[config.mk]
export PLATFORM = sky130hd
export DESIGN_NAME = bennett_alu_scheduler
export DESIGN_NICKNAME = d
export VERILOG_FILES = /design/src/rtl/bennett_alu_scheduler.sv
export SDC_FILE = /design/constraint.sdc
export NUM_CORES = 1
export LEC_CHECK = 0
export ABC_AREA = 1
export ABC_CLOCK_PERIOD_IN_PS = 3350
export CAP_MARGIN = 20
export CORE_ASPECT_RATIO = 0.5
export CORE_MARGIN = 4
export CORE_UTILIZATION = 42
export CTS_CLUSTER_DIAMETER = 100
export DETAILED_ROUTE_END_ITERATION = 10
export PLACE_DENSITY = 0.85
export SLEW_MARGIN = 10
export SYNTH_ARGS = -nofsm -noshare
export SYNTH_HDL_FRONTEND = slang
export SYNTH_SLANG_ARGS = --single-unit
[constraint.sdc]
create_clock -name clk -period 3.35 [get_ports clk]
set_input_delay 0.67 -clock clk [delete_from_list [all_inputs] [get_ports clk]]
set_output_delay 0.67 -clock clk [all_outputs]
set_load 0.005 [all_outputs]
[src/rtl/bennett_alu_scheduler.sv]
`default_nettype none
// ============================================================================
// Module   : bennett_alu_scheduler
// Purpose  : Shares one Bennett-clocked adiabatic datapath between two
//            requesters. Arbitrates round-robin, latches operands, ramps the
//            stage clocks up (compute), samples the result at the plateau,
//            ramps them down in reverse (uncompute), then returns the result.
// Revision : 1.0 - initial release
// ============================================================================
module bennett_alu_scheduler #(
    parameter int WIDTH    = 16,
    parameter int OPW      = 2,
    parameter int STAGES   = 2,
    parameter int HOLD_CYC = 1
) (
    input  logic                 clk,
    input  logic                 reset,
    input  logic [1:0]           req_valid,
    output logic [1:0]           req_ready,
    input  logic [2*WIDTH-1:0]   req_a,
    input  logic [2*WIDTH-1:0]   req_b,
    input  logic [2*OPW-1:0]     req_op,
    output logic [WIDTH-1:0]     op_a,
    output logic [WIDTH-1:0]     op_b,
    output logic [OPW-1:0]       op_sel,
    output logic [STAGES-1:0]    clkp,
    output logic [STAGES-1:0]    clkn,
    input  logic [WIDTH-1:0]     dp_out,
    output logic                 resp_valid,
    output logic                 resp_id,
    output logic [WIDTH-1:0]     resp_data,
    output logic                 instFlag,
    output logic                 busy
);

    // Stage index and plateau counter widths; at least one bit each.
    localparam int c_k_width = (STAGES > 1) ? $clog2(STAGES) : 1;
    localparam int c_h_width = (HOLD_CYC > 1) ? $clog2(HOLD_CYC) : 1;
    localparam logic [c_k_width-1:0] c_k_last = c_k_width'(STAGES - 1);
    localparam logic [c_h_width-1:0] c_h_last = c_h_width'(HOLD_CYC - 1);

    typedef enum logic [2:0] {
        S_IDLE      = 3'd0,
        S_COMPUTE   = 3'd1,
        S_HOLD      = 3'd2,
        S_UNCOMPUTE = 3'd3,
        S_DONE      = 3'd4
    } state_t;

    state_t                  r_state;
    state_t                  w_state_next;
    logic [c_k_width-1:0]    r_k;
    logic [c_h_width-1:0]    r_hold;
    logic                    r_prio;       // requester favoured on a tie
    logic [STAGES-1:0]       r_clkp;
    logic [WIDTH-1:0]        r_op_a;
    logic [WIDTH-1:0]        r_op_b;
    logic [OPW-1:0]          r_op_sel;
    logic                    r_resp_id;
    logic [WIDTH-1:0]        r_resp_data;
    logic [1:0]              w_grant;
    logic                    w_winner;
    logic                    w_accept;

    // Round-robin grant: a lone requester wins, a tie goes to r_prio.
    always_comb begin
        w_grant = req_valid;
        if (req_valid == 2'b11) begin
            w_grant = r_prio ? 2'b10 : 2'b01;
        end
        w_winner = w_grant[1];
    end

    assign w_accept  = (r_state == S_IDLE) && (req_valid != 2'b00);
    assign req_ready = (r_state == S_IDLE) ? w_grant : 2'b00;

    // Next-state sequencing of the Bennett cycle.
    always_comb begin
        w_state_next = r_state;
        unique case (r_state)
            S_IDLE: begin
                if (w_accept) begin
                    w_state_next = S_COMPUTE;
                end
            end
            S_COMPUTE: begin
                if (r_k == c_k_last) begin
                    w_state_next = S_HOLD;
                end
            end
            S_HOLD: begin
                if (r_hold == c_h_last) begin
                    w_state_next = S_UNCOMPUTE;
                end
            end
            S_UNCOMPUTE: begin
                if (r_k == '0) begin
                    w_state_next = S_DONE;
                end
            end
            S_DONE: begin
                w_state_next = S_IDLE;
            end
            default: begin
                w_state_next = S_IDLE;
            end
        endcase
    end

    // State register.
    always_ff @(posedge clk) begin
        if (reset) begin
            r_state <= S_IDLE;
        end else begin
            r_state <= w_state_next;
        end
    end

    // Operand latch, stage-clock ramp, plateau counter and result capture.
    always_ff @(posedge clk) begin
        if (reset) begin
            r_k         <= '0;
            r_hold      <= '0;
            r_prio      <= 1'b0;
            r_clkp      <= '0;
            r_op_a      <= '0;
            r_op_b      <= '0;
            r_op_sel    <= '0;
            r_resp_id   <= 1'b0;
            r_resp_data <= '0;
        end else begin
            unique case (r_state)
                S_IDLE: begin
                    if (w_accept) begin
                        // Operands only move here, while every stage is down.
                        r_op_a    <= w_winner ? req_a[2*WIDTH-1:WIDTH] : req_a[WIDTH-1:0];
                        r_op_b    <= w_winner ? req_b[2*WIDTH-1:WIDTH] : req_b[WIDTH-1:0];
                        r_op_sel  <= w_winner ? req_op[2*OPW-1:OPW] : req_op[OPW-1:0];
                        r_resp_id <= w_winner;
                        r_prio    <= ~w_winner;
                        r_k       <= '0;
                        r_hold    <= '0;
                    end
                end
                S_COMPUTE: begin
                    // Raise one stage per edge, lowest first.
                    r_clkp[r_k] <= 1'b1;
                    if (r_k != c_k_last) begin
                        r_k <= r_k + 1'b1;
                    end
                end
                S_HOLD: begin
                    if (r_hold == c_h_last) begin
                        r_resp_data <= dp_out;
                        r_k         <= c_k_last;
                        r_hold      <= '0;
                    end else begin
                        r_hold <= r_hold + 1'b1;
                    end
                end
                S_UNCOMPUTE: begin
                    // Lower one stage per edge, highest first.
                    r_clkp[r_k] <= 1'b0;
                    if (r_k != '0) begin
                        r_k <= r_k - 1'b1;
                    end
                end
                default: begin
                end
            endcase
        end
    end

    assign op_a       = r_op_a;
    assign op_b       = r_op_b;
    assign op_sel     = r_op_sel;
    assign clkp       = r_clkp;
    assign clkn       = ~r_clkp;
    assign resp_valid = (r_state == S_DONE);
    assign instFlag   = (r_state == S_DONE);
    assign resp_id    = r_resp_id;
    assign resp_data  = r_resp_data;
    assign busy       = (r_state != S_IDLE);

endmodule
`default_nettype wire
Yosys cells after proc, flatten, opt, wreduce, memory -nomap -nowiden
Index checks and enable logic that the tools add are counted.

Logic and storage cells: 64. Bits in registers: 59. Bits of input ports: 88.

Bitwise gates (word level): 6. Add/subtract/negate cells: 3. Multiplexer cells: 21. Magnitude comparators: 2. Equality and inequality tests: 9. Reduce and logical (&&, ||, !) cells: 13.

Operators by type and width (number): $mux 16 (2); $mux 3 (4); $pmux 3 s4 (1); $mux 2 (4); $ne 2x2->1 const B (4); $eq 3x2->1 const B (2); $mux 1 (6); $reduce_and 2->1 (3); $reduce_bool 2->1 (3); $not 2->2 (2); $pmux 1 s4 (1); $pmux 2 s2 (1); $reduce_and 4->1 (1); $reduce_bool 4->1 (1); $eq 3x1->1 const B (1); $eq 3x3->1 const B (1); $logic_not 3->1 (1); $reduce_and 3->1 (1); $reduce_bool 3->1 (1); $add 1x1->1 const B (2); $and 2x2->2 (1); $eq 2x2->1 const B (1); $logic_and 1x1->1 (2); $lt 1x2->1 const B (1); 6 further kinds (7).

Depth between registers and ports, before layout
Word-level depth: 7. Mapped depth: 8.

Worst setup path after synthesis
OpenSTA, ideal clock, no wires.

Path kind: input -> output. Start: in req_valid[1]. End: out req_ready[1]. Data arrival time: 1315 ps. Path slack: 1365 ps. Stages: 4. Cell sequence: buf_6 > buf_1 > nand4_1 > inv_1.

Longest elaborated chain between the ends: 3.

RTL lines: start, declared (line 18) `input logic [1:0] req_valid,`; $eq 2x2->1 (line 68) `if (req_valid == 2'b11) begin`; $mux 2 (*) (line 68); $mux 2 (*) (line 75) `assign req_ready = (r_state == S_IDLE) ? w_grant : 2'b00;`; end, declared (line 19) `output logic [1:0] req_ready,`.

Mark *: on every way between the ends. The rest lies on a longest branch, timed or not.

Worst setup path after layout
Start: in req_valid[1]. End: out req_ready[0].

Longest elaborated chain between the ends: 3.

RTL lines (line): $eq 2x2->1 (68); $mux 2 (68); $mux 2 (75).

No other way between the ends.

==> results.toml <==
[outcome]
status = "finished clean"

[place]
dp_hpwl_mm = 5.90
portBuffers = 147
pre_cts_ws_ps = 431
gp_congestion = 0.847

[worst_setup_path]
crit_arrival_ps = 2250
crit_path_end_kind = "output pin"
worstPathRequired_ps = 2680
r2r_start = "r_state[0]"
worstSetupStartpointType = "input port"
rr_worst_depth = 5
crit_fanout = 9
reg2reg_slack_ps = 1920
r2r_end = "r_k"
critical_path_class = "in -> out"

[drt]
wl_per_cell_um = 13.5
remaining_drc_errors = 0
vias = 2951
ant_nets = 0
routed_wl_mm = 8.28
vias_per_cell = 4.80
drt_iter0_drc = 166
drt_pass1_iterations = 4

[pwr]
switchingPower_w = 0.000553
p_clk_share_pct = 41.6
power_density_mw_per_mm2 = 480
combPwrFrac_pct = 22.7
intPower_w = 0.00163
switching_share_pct = 25.3
p_leak_nw = 1.84
ir_worst_vdd_mv = 0.258
seq_power_share_pct = 35.7

[timing]
post-route-period-util_pct = 87.1
slew_headroom_pct = 64.4
setup_ws_ps = 431
post-route-min-period_ps = 2920
rsz0062_at_grt = "false"
finalSetupViolCount = 0
worst_pin_slew_ps = 534
hold_viol_final = 0
setup_tns_ps = 0
drv_slew = 0
final.setup_skew_ps = 3.75
clock.fmax_ghz = 0.343

[clocking]
cts_made_buffers = 9
cts_hold_buf = 0
post_cts_resized = 0
postCtsSetupRepairBufs = 0
cts_tree = "yes"
cts.reportedPaths.clkPinSlew_ps = 50
root_buffer = "clkbuf_16"
htreeDepth = 3
clock-sinks = 58
cts.path.max_buffers = 2
clock_latency_ps = 320

[layout]
nets = 610
syn_to_final_growth_pct = 63.9
nFillCells = 492
n_antenna_cell = 0
layout-drive-gt1-share_pct = 12.1

[logic_synthesis]
yosys_most_used_dff = "dfxtp_1"
async_flop_share_pct = 0
synth.top_cells.by_count = "nand2_1, dfxtp_1, nand3_1, nor2_1, a21oi_1"
synth_top_cells_by_area = "dfxtp_1, nand2_1, nand3_1"
yosysSeqAreaShare_pct = 41.9
ys_ff_latch = 58
avgSynthCellArea_sq_um = 7.26
syn-cell-area_sq_mm = 0.00277
yosysUniqueCellTypes = 24
yosysTopAreaCell = "dfxtp_1"
synth.most_common_cell = "nand2_1"
yosys_warnings = 0
synth_edf_count = 0
yosysTopAreaCellShare_pct = 41.9
syn-num-nets = 470
syn-instance-count = 382

[floorplan]
fp.dieH_um = 65.5
fp.dieW_um = 123
rows = 20
coreArea_sq_mm = 0.00623
start_util_pct = 44.5
dieArea_sq_mm = 0.00804
num_io_pins = 148

[min_path]
min_from = "op_b[7]"
min_to = "op_b[7]"
hold_path_depth = 2
hold_class = "reg -> reg"

[grt]
grt_max_degree = 41
grt.overflow.total = 0
grt_pass1_wl_mm = 13.0
grt_pass1_vias = 2792
globalRouteTotalUtil_pct = 20.3
antenna_found_initial = 0

[flow_run]
max-cap-violations = 0
-- logic make-up after synthesis --
logic type | Yosys count | synth area share [%]
flops | 58 | 41.9
buf+inv | 36 | 7.36
simple gates | 231 | 37.8
compound gates | 57 | 13.0
-- routing by layer --
layer	share of wire, %	GRT usage [%]
met5	0	0
met3	5.6	6.71
met1	42	23.6
met4	1.9	7.81
met2	51	34.8
-- layout make-up --
class	count	area (sq um)	area share (%)
clock buffer	12	256	5.64
timing repair buffer	154	1520	33.4
inverter	11	41.3	0.908
clock inverter	4	50.0	1.10
tap	88	110	2.42
multi-input combinational	288	1410	31.0
sequential	58	1160	25.5
-- cell usage in the layout (no fill, tap or decap) --
master,n
clkdlybuf4s50_1,146
nand2_1,137
dfxtp_1,58
nand3_1,37
nor2_1,34
a21oi_1,21
a21oi_2,20
o21ai_0,16
nand2_2,11
inv_1,9
clkbuf_16,9
buf_4,7
nor2_8,3
inv_2,2
nand2_4,2
nor3_1,2
nand4_1,2
clkinvlp_4,2
clkbuf_8,2
nand2_8,1
nand3b_4,1
nor2_2,1
clkinv_2,1
bufinv_16,1
clkbuf_1,1
buf_2,1
-- worst max-delay path by stage --
stage	end	cells past startpoint	slack, ps	start
final	req_ready[0]	6	430	req_valid[1]
after global routing	req_ready[0]	6	350	req_valid[1]
after CTS	req_ready[0]	6	420	req_valid[1]
after detailed placement	req_ready[0]	6	430	req_valid[1]
after global placement	req_ready[0]	6	460	req_valid[1]
after floorplan	req_ready[1]	4	1360	req_valid[1]
-- power by group through the flow --
stage / registers [W] / logic, W / clock network (W)
floorplan: 0.000795 / 0.000243 / 0
global placement: 0.000791 / 0.000491 / 0
detailed placement: 0.000792 / 0.000496 / 0
CTS: 0.000779 / 0.000501 / 0.000923
global route: 0.000786 / 0.000545 / 0.000954
finish: 0.000779 / 0.000495 / 0.000908
-- critical path, cell delays in order --
cell and delay, ps:
clkdlybuf4s50_1 700, buf_4 260, nand2_8 60, nand2_1 90, inv_1 40, clkdlybuf4s50_1 430
-- state kept, by name, summed over array words and instances (netlist names), named ones only --
signal     count
r_state        3
r_prio         1
r_k            1
resp_id        1
op_b          16
op_a          16
resp_data     16
op_sel         2
-- through the flow --
stage                     power (W)  instance area, sq um  utilization [%]  std cells  hold WS (ps)
final                       0.00218                  4550             73.0        615           461
after global routing        0.00229                  4550             73.0        615           484
after CTS                   0.00220                  4550             73.0        615           462
after detailed placement    0.00129                  4240             68.0        599           455
after global placement      0.00128                  4240             68.0        599           452
after floorplan             0.00104                  2770                -        382           439
(Power assumes the default switching activity.)
